[src/rtl/mem_access_stage.sv]
// ---------------------------------------------------------------------------
// mem_access_stage
//
// Memory stage between execute and writeback. Non-memory results pass
// straight through with one cycle of latency. Loads and stores are issued on
// a word-addressed req/ack data bus. Loads return the addressed byte,
// halfword or word, sign- or zero-extended. Stores drive replicated write
// data with matching byte enables. While a transaction is outstanding the
// stage asserts stall. Misaligned accesses never reach the bus and are
// reported with misalign. A transaction that waits too long for dbus_ack is
// abandoned and reported with bus_err.
//
// Ports
//   clk, rst          clock; synchronous active-high reset
//   in_valid          execute-stage result present
//   in_mem_read       0 none, 1 LB, 2 LH, 3 LW, 4 LBU, 5 LHU (6-7 none)
//   in_mem_write      0 none, 1 SB, 2 SH, 3 SW (ignored when a load is present)
//   in_reg_write      instruction writes rd
//   in_rd             destination register
//   in_alu_res        ALU result; also the memory byte address
//   in_store_data     rs2 value for stores
//   in_pc             instruction pc
//   stall             upstream must hold its inputs (high while in BUS)
//   dbus_req/we/addr/wdata/be   data bus request, held stable until ack
//   dbus_rdata, dbus_ack        data bus response
//   wb_valid          single-cycle pulse per accepted instruction
//   wb_is_load        wb_mem_data is the result
//   wb_mem_data       extended load data (0 on faults)
//   wb_alu_res, wb_pc, wb_rd    passed through
//   wb_reg_write      in_reg_write, forced 0 on any fault
//   misalign, bus_err fault flags, qualified by wb_valid
//
// Parameter
//   TIMEOUT_CYCLES    BUS cycles to wait for dbus_ack; 0 disables the timeout
// ---------------------------------------------------------------------------
module mem_access_stage #(
    parameter int TIMEOUT_CYCLES = 255
) (
    input  logic        clk,
    input  logic        rst,
    input  logic        in_valid,
    input  logic [2:0]  in_mem_read,
    input  logic [1:0]  in_mem_write,
    input  logic        in_reg_write,
    input  logic [4:0]  in_rd,
    input  logic [31:0] in_alu_res,
    input  logic [31:0] in_store_data,
    input  logic [31:0] in_pc,
    output logic        stall,
    output logic        dbus_req,
    output logic        dbus_we,
    output logic [31:0] dbus_addr,
    output logic [31:0] dbus_wdata,
    output logic [3:0]  dbus_be,
    input  logic [31:0] dbus_rdata,
    input  logic        dbus_ack,
    output logic        wb_valid,
    output logic        wb_is_load,
    output logic [31:0] wb_mem_data,
    output logic [31:0] wb_alu_res,
    output logic [31:0] wb_pc,
    output logic [4:0]  wb_rd,
    output logic        wb_reg_write,
    output logic        misalign,
    output logic        bus_err
);

    localparam logic [2:0] LD_LB  = 3'd1;
    localparam logic [2:0] LD_LH  = 3'd2;
    localparam logic [2:0] LD_LBU = 3'd4;
    localparam logic [2:0] LD_LHU = 3'd5;

    localparam logic [1:0] ST_NONE = 2'd0;
    localparam logic [1:0] ST_SB   = 2'd1;
    localparam logic [1:0] ST_SH   = 2'd2;

    localparam logic [1:0] SZ_B = 2'd0;
    localparam logic [1:0] SZ_H = 2'd1;
    localparam logic [1:0] SZ_W = 2'd2;

    localparam bit          TO_EN    = (TIMEOUT_CYCLES != 0);
    localparam logic [31:0] TO_LIMIT = 32'(TIMEOUT_CYCLES);

    typedef enum logic {
        IDLE = 1'b0,
        BUS  = 1'b1
    } state_t;

    // -----------------------------------------------------------------------
    // Formatting helpers
    // -----------------------------------------------------------------------
    function automatic logic [3:0] store_be(input logic [1:0] sz, input logic [1:0] off);
        logic [3:0] be;
        case (sz)
            SZ_B:    be = 4'b0001 << off;
            SZ_H:    be = off[1] ? 4'b1100 : 4'b0011;
            default: be = 4'b1111;
        endcase
        return be;
    endfunction

    function automatic logic [31:0] store_wdata(input logic [1:0] sz, input logic [31:0] sd);
        logic [31:0] wd;
        case (sz)
            SZ_B:    wd = {4{sd[7:0]}};
            SZ_H:    wd = {2{sd[15:0]}};
            default: wd = sd;
        endcase
        return wd;
    endfunction

    function automatic logic [31:0] load_extend(input logic [2:0]  op,
                                                input logic [1:0]  off,
                                                input logic [31:0] rdata);
        logic [7:0]         b;
        logic [15:0]        h;
        logic signed [7:0]  sb;
        logic signed [15:0] sh;
        logic [31:0]        res;
        case (off)
            2'd0:    b = rdata[7:0];
            2'd1:    b = rdata[15:8];
            2'd2:    b = rdata[23:16];
            default: b = rdata[31:24];
        endcase
        h  = off[1] ? rdata[31:16] : rdata[15:0];
        sb = b;
        sh = h;
        case (op)
            LD_LB:   res = 32'(sb);
            LD_LH:   res = 32'(sh);
            LD_LBU:  res = 32'(b);
            LD_LHU:  res = 32'(h);
            default: res = rdata;
        endcase
        return res;
    endfunction

    // -----------------------------------------------------------------------
    // Input decode
    // -----------------------------------------------------------------------
    logic       is_load_in;
    logic       is_store_in;
    logic       mem_op_in;
    logic [1:0] size_in;
    logic       mis_in;

    always_comb begin
        is_load_in  = (in_mem_read >= LD_LB) && (in_mem_read <= LD_LHU);
        // A load in the same instruction overrides any store request.
        is_store_in = !is_load_in && (in_mem_write != ST_NONE);
        mem_op_in   = is_load_in || is_store_in;
        size_in     = SZ_W;
        if (is_load_in) begin
            if (in_mem_read == LD_LB || in_mem_read == LD_LBU)
                size_in = SZ_B;
            else if (in_mem_read == LD_LH || in_mem_read == LD_LHU)
                size_in = SZ_H;
        end else begin
            if (in_mem_write == ST_SB)
                size_in = SZ_B;
            else if (in_mem_write == ST_SH)
                size_in = SZ_H;
        end
        mis_in = ((size_in == SZ_H) && in_alu_res[0]) ||
                 ((size_in == SZ_W) && (in_alu_res[1:0] != 2'b00));
    end

    // -----------------------------------------------------------------------
    // Control FSM
    // -----------------------------------------------------------------------
    state_t      state;
    state_t      state_n;
    logic        pass_thru;
    logic        fault_mis;
    logic        go_bus;
    logic        done_ack;
    logic        done_to;
    logic [31:0] cnt_p0;
    logic        timeout_hit;

    // The counter holds the number of BUS cycles already completed, so the
    // abort fires at the end of the TIMEOUT_CYCLES-th BUS cycle.
    assign timeout_hit = TO_EN && ((cnt_p0 + 32'd1) == TO_LIMIT);

    always_ff @(posedge clk) begin
        if (rst)
            state <= IDLE;
        else
            state <= state_n;
    end

    always_comb begin
        state_n   = state;
        pass_thru = 1'b0;
        fault_mis = 1'b0;
        go_bus    = 1'b0;
        done_ack  = 1'b0;
        done_to   = 1'b0;
        case (state)
            IDLE: begin
                if (in_valid) begin
                    if (!mem_op_in) begin
                        pass_thru = 1'b1;
                    end else if (mis_in) begin
                        fault_mis = 1'b1;
                    end else begin
                        go_bus  = 1'b1;
                        state_n = BUS;
                    end
                end
            end
            BUS: begin
                if (dbus_ack) begin
                    done_ack = 1'b1;
                    state_n  = IDLE;
                end else if (timeout_hit) begin
                    done_to = 1'b1;
                    state_n = IDLE;
                end
            end
            default: state_n = IDLE;
        endcase
    end

    assign stall    = (state == BUS);
    assign dbus_req = (state == BUS);

    // -----------------------------------------------------------------------
    // Stage p0: transaction latched at acceptance, held through BUS
    // -----------------------------------------------------------------------
    logic [2:0]  ld_op_p0;
    logic        isld_p0;
    logic [1:0]  off_p0;
    logic [31:0] addr_p0;
    logic        we_p0;
    logic [3:0]  be_p0;
    logic [31:0] wdata_p0;
    logic [31:0] alu_p0;
    logic [31:0] pc_p0;
    logic [4:0]  rd_p0;
    logic        regw_p0;

    always_ff @(posedge clk) begin
        if (rst) begin
            ld_op_p0 <= '0;
            isld_p0  <= 1'b0;
            off_p0   <= '0;
            addr_p0  <= '0;
            we_p0    <= 1'b0;
            be_p0    <= '0;
            wdata_p0 <= '0;
            alu_p0   <= '0;
            pc_p0    <= '0;
            rd_p0    <= '0;
            regw_p0  <= 1'b0;
            cnt_p0   <= '0;
        end else begin
            if (go_bus) begin
                ld_op_p0 <= in_mem_read;
                isld_p0  <= is_load_in;
                off_p0   <= in_alu_res[1:0];
                addr_p0  <= {in_alu_res[31:2], 2'b00};
                we_p0    <= is_store_in;
                be_p0    <= is_load_in ? 4'b1111 : store_be(size_in, in_alu_res[1:0]);
                wdata_p0 <= is_load_in ? 32'h0 : store_wdata(size_in, in_store_data);
                alu_p0   <= in_alu_res;
                pc_p0    <= in_pc;
                rd_p0    <= in_rd;
                regw_p0  <= in_reg_write;
                cnt_p0   <= '0;
            end else if (state == BUS) begin
                cnt_p0 <= cnt_p0 + 32'd1;
            end
        end
    end

    assign dbus_we    = we_p0;
    assign dbus_be    = be_p0;
    assign dbus_addr  = addr_p0;
    assign dbus_wdata = wdata_p0;

    // -----------------------------------------------------------------------
    // Stage p1: writeback outputs
    // -----------------------------------------------------------------------
    logic        vld_p1;
    logic        isld_p1;
    logic [31:0] mdata_p1;
    logic [31:0] alu_p1;
    logic [31:0] pc_p1;
    logic [4:0]  rd_p1;
    logic        regw_p1;
    logic        mis_p1;
    logic        berr_p1;

    always_ff @(posedge clk) begin
        if (rst) begin
            vld_p1   <= 1'b0;
            isld_p1  <= 1'b0;
            mdata_p1 <= '0;
            alu_p1   <= '0;
            pc_p1    <= '0;
            rd_p1    <= '0;
            regw_p1  <= 1'b0;
            mis_p1   <= 1'b0;
            berr_p1  <= 1'b0;
        end else begin
            vld_p1  <= 1'b0;
            mis_p1  <= 1'b0;
            berr_p1 <= 1'b0;
            if (pass_thru || fault_mis) begin
                vld_p1   <= 1'b1;
                isld_p1  <= 1'b0;
                mdata_p1 <= '0;
                alu_p1   <= in_alu_res;
                pc_p1    <= in_pc;
                rd_p1    <= in_rd;
                regw_p1  <= in_reg_write && !fault_mis;
                mis_p1   <= fault_mis;
            end else if (done_ack || done_to) begin
                vld_p1   <= 1'b1;
                isld_p1  <= isld_p0 && done_ack;
                mdata_p1 <= (isld_p0 && done_ack) ? load_extend(ld_op_p0, off_p0, dbus_rdata) : 32'h0;
                alu_p1   <= alu_p0;
                pc_p1    <= pc_p0;
                rd_p1    <= rd_p0;
                regw_p1  <= regw_p0 && done_ack;
                berr_p1  <= done_to;
            end
        end
    end

    assign wb_valid     = vld_p1;
    assign wb_is_load   = isld_p1;
    assign wb_mem_data  = mdata_p1;
    assign wb_alu_res   = alu_p1;
    assign wb_pc        = pc_p1;
    assign wb_rd        = rd_p1;
    assign wb_reg_write = regw_p1;
    assign misalign     = mis_p1;
    assign bus_err      = berr_p1;

endmodule

[config.mk]
export PLATFORM = sky130hd
export DESIGN_NAME = mem_access_stage
export DESIGN_NICKNAME = d
export VERILOG_FILES = /design/src/rtl/mem_access_stage.sv
export SDC_FILE = /design/constraint.sdc
export NUM_CORES = 1
export LEC_CHECK = 0
export BUFFER_PORTS_ARGS = -buffer_cell sky130_fd_sc_hd__buf_2
export CAP_MARGIN = 20
export CORE_ASPECT_RATIO = 0.5
export CORE_UTILIZATION = 45
export CTS_CLUSTER_SIZE = 24
export DETAILED_ROUTE_END_ITERATION = 10
export GPL_TIMING_DRIVEN = 0
export HOLD_SLACK_MARGIN = 0.15
export PLACE_DENSITY = 0.7
export REMOVE_ABC_BUFFERS = 1
export SYNTH_ARGS = -nofsm -noshare
export SYNTH_HDL_FRONTEND = slang
export SYNTH_SLANG_ARGS = --single-unit
[constraint.sdc]
create_clock -name clk -period 5.7 [get_ports clk]
set_input_delay 1.71 -clock clk [delete_from_list [all_inputs] [get_ports clk]]
set_output_delay 1.71 -clock clk [all_outputs]
set_load 0.01 [all_outputs]
# [Yosys cells after proc, flatten, opt, wreduce, memory -nomap -nowiden]
# Index checks and enable logic that the tools add are counted.
[word_totals] inputBits=143 word_cells=111 regBits=282
[classes] muxes=43 add_sub_neg=1 n_bitwise=3 n_eq_ne=15 reduce_logical=24 shift=1 magnitude_cmp=2
[ops] cell="$mux 32" n=6
[ops] cell="$pmux 32 s4" n=1
[ops] cell="$pmux 32 s2" n=1
[ops] cell="$add 32x1->32 const B" n=1
[ops] cell="$eq 32x8->1 const B" n=1
[ops] cell="$pmux 8 s3" n=1
[ops] cell="$mux 1" n=22
[ops] cell="$mux 16" n=1
[ops] cell="$eq 3x3->1 const B" n=4
[ops] cell="$mux 2" n=5
[ops] cell="$mux 5" n=2
[ops] cell="$mux 4" n=2
[ops] cell="$pmux 4 s2" n=1
[ops] cell="$logic_and 1x1->1" n=7
[ops] cell="$eq 2x1->1 const B" n=3
[ops] cell="$eq 2x2->1 const B" n=3
[ops] cell="$eq 3x1->1 const B" n=2
[ops] cell="$eq 3x2->1 const B" n=2
[ops] cell="$logic_or 1x1->1" n=6
[ops] cell="$reduce_bool 2->1" n=3
[ops] cell="$reduce_or 2->1" n=3
[ops] cell="$logic_not 2->1" n=2
[ops] cell="$shl 1x2->4 const A" n=1
[ops] cell="$ge 3x1->1 const B" n=1
[ops] cell="other kinds (5)" n=8

# [Longest topological paths before layout]
[logic_depth] word_depth=15 ltp_mapped=14 mapped_depth_nobuf=10

# [Worst setup path before layout]
# No wires, ideal clock.
[synth_timing] kind="in2reg" from="in in_mem_write[0]" to="reg alu_p1[10], in the netlist wb_alu_res[10]" setup_slack_ns=1.524 n_path_buf=2 setup_time_ns=0.086 t_arrival_ns=4.091 path_stages=12 path_cell_list="inv_1 > ha_1 > nor3_1 > a21oi_1 > o22a_1 > buf_2 > nor3_1 > a21oi_1 > a21oi_1 > clkbuf_1 > a21oi_1 > a211oi_1"
[synth_between] elab_chain_len=13
[synth_rtl] element="start: declaration" line_no="43" source="input logic [1:0] in_mem_write,"
[synth_rtl] element="$eq 2x2->1" line_no="162" source="else if (in_mem_write == ST_SH)"
[synth_rtl] element="$mux 2" line_no="162"
[synth_rtl] element="$mux 2" line_no="160" source="if (in_mem_write == ST_SB)"
[synth_rtl] element="$mux 2" line_no="154" source="if (is_load_in) begin"
[synth_rtl] element="$eq 2x1->1 or $eq 2x2->1 (tied branches)" line_no="165, 166"
[synth_rtl] element="$logic_and 1x1->1 (on tied branches)" line_no="165, 166"
[synth_rtl] element="$logic_or 1x1->1" line_no="165" source="mis_in = ((size_in == SZ_H) && in_alu_res[0]) ||"
[synth_rtl] element="$mux 1" line_no="205" source="end else if (mis_in) begin"
[synth_rtl] element="$mux 1" line_no="203" source="if (!mem_op_in) begin"
[synth_rtl] element="$mux 1" line_no="202" source="if (in_valid) begin"
[synth_rtl] element="$mux 1" line_no="200" source="case (state)"
[synth_rtl] element="$logic_or 1x1->1 *" line_no="311" source="if (pass_thru || fault_mis) begin"
[synth_rtl] element="$mux 32 or $reduce_bool 2->1 (tied branches)"
[synth_rtl] element="end signal: assignment" line_no="315" source="alu_p1 <= in_alu_res;"
[synth_rtl] element="end signal: assignment" line_no="324" source="alu_p1 <= alu_p0;"
[synth_rtl] element="end: declaration" line_no="289" source="logic [31:0] alu_p1;"
# Every way passes the cells marked *; elsewhere a longest branch is shown, timed or not.
# A chain may end at the register's enable or synchronous reset.

# [Worst setup path after layout]
[layout_timing] from="in in_mem_write[0]" to="reg wdata_p0[15], in the netlist dbus_wdata[15]"
[layout_between] elab_chain_len=11
[layout_rtl] element="$eq 2x2->1" line_no="162"
[layout_rtl] element="$mux 2" line_no="162"
[layout_rtl] element="$mux 2" line_no="160"
[layout_rtl] element="$mux 2" line_no="154"
[layout_rtl] element="$eq 2x1->1 or $eq 2x2->1 (tied branches)" line_no="104, 165, 166"
[layout_rtl] element="$logic_and 1x1->1 (on tied branches)" line_no="165, 166"
[layout_rtl] element="$logic_or 1x1->1" line_no="165"
[layout_rtl] element="$mux 1" line_no="205"
[layout_rtl] element="$mux 1" line_no="203"
[layout_rtl] element="$mux 1" line_no="202"
[layout_rtl] element="$mux 1" line_no="200"
[layout_rtl] element="end signal: assignment" line_no="266" source="wdata_p0 <= is_load_in ? 32'h0 : store_wdata(size_in, in_store_data);"
[layout_rtl] element="end: declaration" line_no="238" source="logic [31:0] wdata_p0;"
# Parallel ways exist; a longest one is shown, timed or not.

==> results.py <==
metrics = {
    "status": {
        "status": "completed",
    },
    "pwr": {
        "seqPwrFrac_pct": 43.2,
        "switchingPower_w": 0.00123,
        "powerDensity_nw_per_um2": 312,
        "leakage_nw": 5.95,
        "p_comb_share_pct": 16.3,
        "switching_share_pct": 27.5,
        "ir_drop_uv": 217,
        "p_int_w": 0.00325,
        "pwr-share-clk_pct": 40.5,
    },
    "synthesis": {
        "synth_cell_types": 71,
        "ys_seq_area_share_pct": 42.4,
        "synthMuxAreaShare_pct": 4.00,
        "async_flop_share_pct": 0,
        "yosys.area_share.simple_pct": 21.8,
        "synth_top_family_by_area": "simple AND/OR/NAND/NOR gates",
        "synth.ff_latch_count": 250,
        "ys.flop_type": "dfxtp_1",
        "yosysTopAreaCell": "dfxtp_1",
        "syn_inst": 1478,
        "yosysWarnings": 0,
        "synth-adder-area-share_pct": 0.424,
        "synth_edf_count": 0,
        "syn_avg_cell_area_um2": 7.98,
        "synthTopCellsByArea": "dfxtp_1 (42%), nand2_1 (9.1%), a21oi_1 (7.0%)",
        "synth_xor_xnor_area_share_pct": 2.97,
        "synth_top_area_share_pct": 42.4,
        "synth-compound-area-share_pct": 21.1,
        "synth.cell_area_um2": 11800,
    },
    "worst_setup_path": {
        "crit_start": "in_mem_write[0]",
        "cp_data_required_time_ns": 6.14,
        "cp.arrival_ns": 5.47,
        "setup.worst_path.start_class": "input port",
        "rr_startpoint": "cnt_p0[0]",
        "r2r-end": "wb_mem_data[29]",
        "crit_type": "in -> reg",
        "crit_path_end": "dbus_wdata[15]",
        "end_kind": "flop",
        "r2r_cells": 11,
        "rrSetupSlack_ns": 1.76,
        "path_max_fanout": 41,
    },
    "global_routing": {
        "grt_busiest_layer": "met2",
        "overflow": 0,
        "grt_max_degree": 112,
        "grt_pass1_vias": 9925,
        "grt_use_met2_pct": 39.6,
        "grt_usage_pct": 23.9,
        "antenna_found_initial": 6,
        "met3_usage_pct": 3.64,
        "grt_pass1_wl_um": 52400,
        "grt.met1_usage_pct": 31.6,
    },
    "final_layout": {
        "finalNonFillerCells": 2060,
        "syn2layout_area_growth_pct": 21.9,
        "final_util_pct": 56.5,
        "drive_gt1_share_pct": 25.2,
        "layout_common_cells": "buf_2 (316), nand2_1 (287), dfxtp_1 (250)",
        "final_common_cell": "buf_2",
        "nets": 1837,
        "nFillCells": 2385,
    },
    "cts": {
        "clock-sinks": 250,
        "cts_made_buffers": 24,
        "cts_buffer_depth": 3,
        "h-tree-depth": 1,
        "tritoncts": "done",
        "clk_pin_slew_ns": 0.06,
        "clk_latency_ns": 0.53,
        "post-cts-setup-buffer-count": 0,
        "clockRootBuffer": "clkbuf_16",
    },
    "sta": {
        "slew_viol_final": 0,
        "hold_violations": 0,
        "slew_headroom_pct": 30.5,
        "rsz0062_at_grt": "no",
        "tightest_slew_ns": 1.04,
        "period_minus_slack_ns": 5.02,
        "finClkSkew_ns": 0.0158,
        "post-route-period-util_pct": 88.1,
        "setup_viol": 0,
        "clock.fmax_ghz": 0.199,
    },
    "detailed_routing": {
        "wire_per_inst_um": 16.5,
        "wl_um": 33900,
        "ant_nets": 0,
        "viasPerCell": 5.40,
        "drc": 0,
        "dr.pass1.iters": 5,
        "dr_total_vias": 11116,
        "drt_iter0_drc": 902,
    },
    "floorplan": {
        "start_util_pct": 46.4,
        "die_h_um": 116,
        "ios": 320,
        "die_area_um2": 26900,
        "coreArea_um2": 25400,
        "die_x_um": 231,
        "rows": 41,
    },
    "job": {
        "drv_cap": 0,
    },
    "placed_design": {
        "place_congestion": 0.861,
        "post-place-cells": 2008,
        "place_hpwl_um": 23200,
        "portBuffers": 317,
    },
    "hold_path": {
        "hold_path_class": "reg -> reg",
    },
}
[synthesized netlist by cell type, types with 16 or more instances]
cell type and instances:
buf_2 25, nand2_1 287, a21oi_1 166, nand3_1 18, mux2i_1 28, inv_1 21, xor2_1 16, nor2_1 200
o21ai_0 44, clkbuf_1 80, a211oi_1 71, o2bb2ai_1 24, dfxtp_1 250, buf_4 36, xnor2_1 24, a22o_1 16
[worst max-delay path, stage by stage]
cell and delay, ns:
buf_2 0.08, inv_1 0.05, ha_1 0.35, nor3_1 0.15, a21oi_1 0.09, o22ai_2 0.72, xnor2_1 0.30, a2111o_2 0.91
nor3_4 0.64, o21ai_0 0.24, o21ai_0 0.21
[registers in the layout (all words and copies together) (netlist names), 31 cells and up]
name         count
alu_p0          31
cnt_p0          32
wb_mem_data     32
dbus_wdata      32
pc_p0           32
wb_alu_res      32
wb_pc           32
[layer usage]
layer	up-vias	wire length (µm)
met5	-	0
met4	0	1260
met3	77	1720
met2	352	15900
met1	5182	15100
li1	5505	-
[timing repair]
item                                    4_1_cts  5_1_grt
gates resized for setup                       0        1
hold buffers                                  0        0
endpoints found under the setup margin        0        6
[metrics by stage]
step	hold WS, ns	power, W	setup TNS, ns	area (µm²)	setup WS, ns
final	0.443	0.00449	0	14400	0.676
after global routing	0.473	0.00469	0	14400	0.328
after CTS	0.447	0.00452	0	14400	0.390
after detailed placement	0.438	0.00270	-1.68	13500	-0.149
after global placement	0.429	0.00268	-1085.07	13000	-8.32
after floorplan	0.426	0.00237	-314.82	11000	-3.10
[power by group through the flow]
stage / Combinational [W] / Clock [W] / Sequential, W
final: 0.000733 / 0.00182 / 0.00194
after floorplan: 0.000363 / 0 / 0.00201
after detailed placement: 0.000730 / 0 / 0.00197
after global routing: 0.000810 / 0.00192 / 0.00195
after global placement: 0.000704 / 0 / 0.00197
after CTS: 0.000732 / 0.00185 / 0.00194
[area by class of cell]
type / instances / area, µm² / share of cell area [%]
Antenna cell: 8 / 20.0 / 0.139
Clock buffer: 31 / 668 / 4.65
Clock inverter: 13 / 230 / 1.60
Inverter: 21 / 78.8 / 0.548
Multi-Input combinational cell: 1058 / 6020 / 41.8
Sequential cell: 250 / 5000 / 34.8
Tap cell: 344 / 430 / 2.99
Timing Repair Buffer: 335 / 1930 / 13.4
[cells by family (layout without fill, tap and decap cells)]
family,count (synthesis),after routing
other,1,10
AOI/OAI and AO/OA,382,382
muxes,37,37
xor gates and xnor gates,40,40
and+or+nand+nor,593,593
adders and majority gates,4,4
DFF,250,250
buffers and inverters,171,400
[worst min-delay path by stage]
stage	start	endpoint	slack, ns	cells past startpoint
after floorplan	isld_p0	isld_p0	0.43	2
after global placement	dbus_we	dbus_we	0.43	2
after detailed placement	dbus_wdata[30]	dbus_wdata[30]	0.44	2
after CTS	dbus_wdata[30]	dbus_wdata[30]	0.45	2
after global routing	pc_p0[3]	pc_p0[3]	0.47	2
final	dbus_wdata[30]	dbus_wdata[30]	0.44	2
Power figures use the tool's default switching activity.
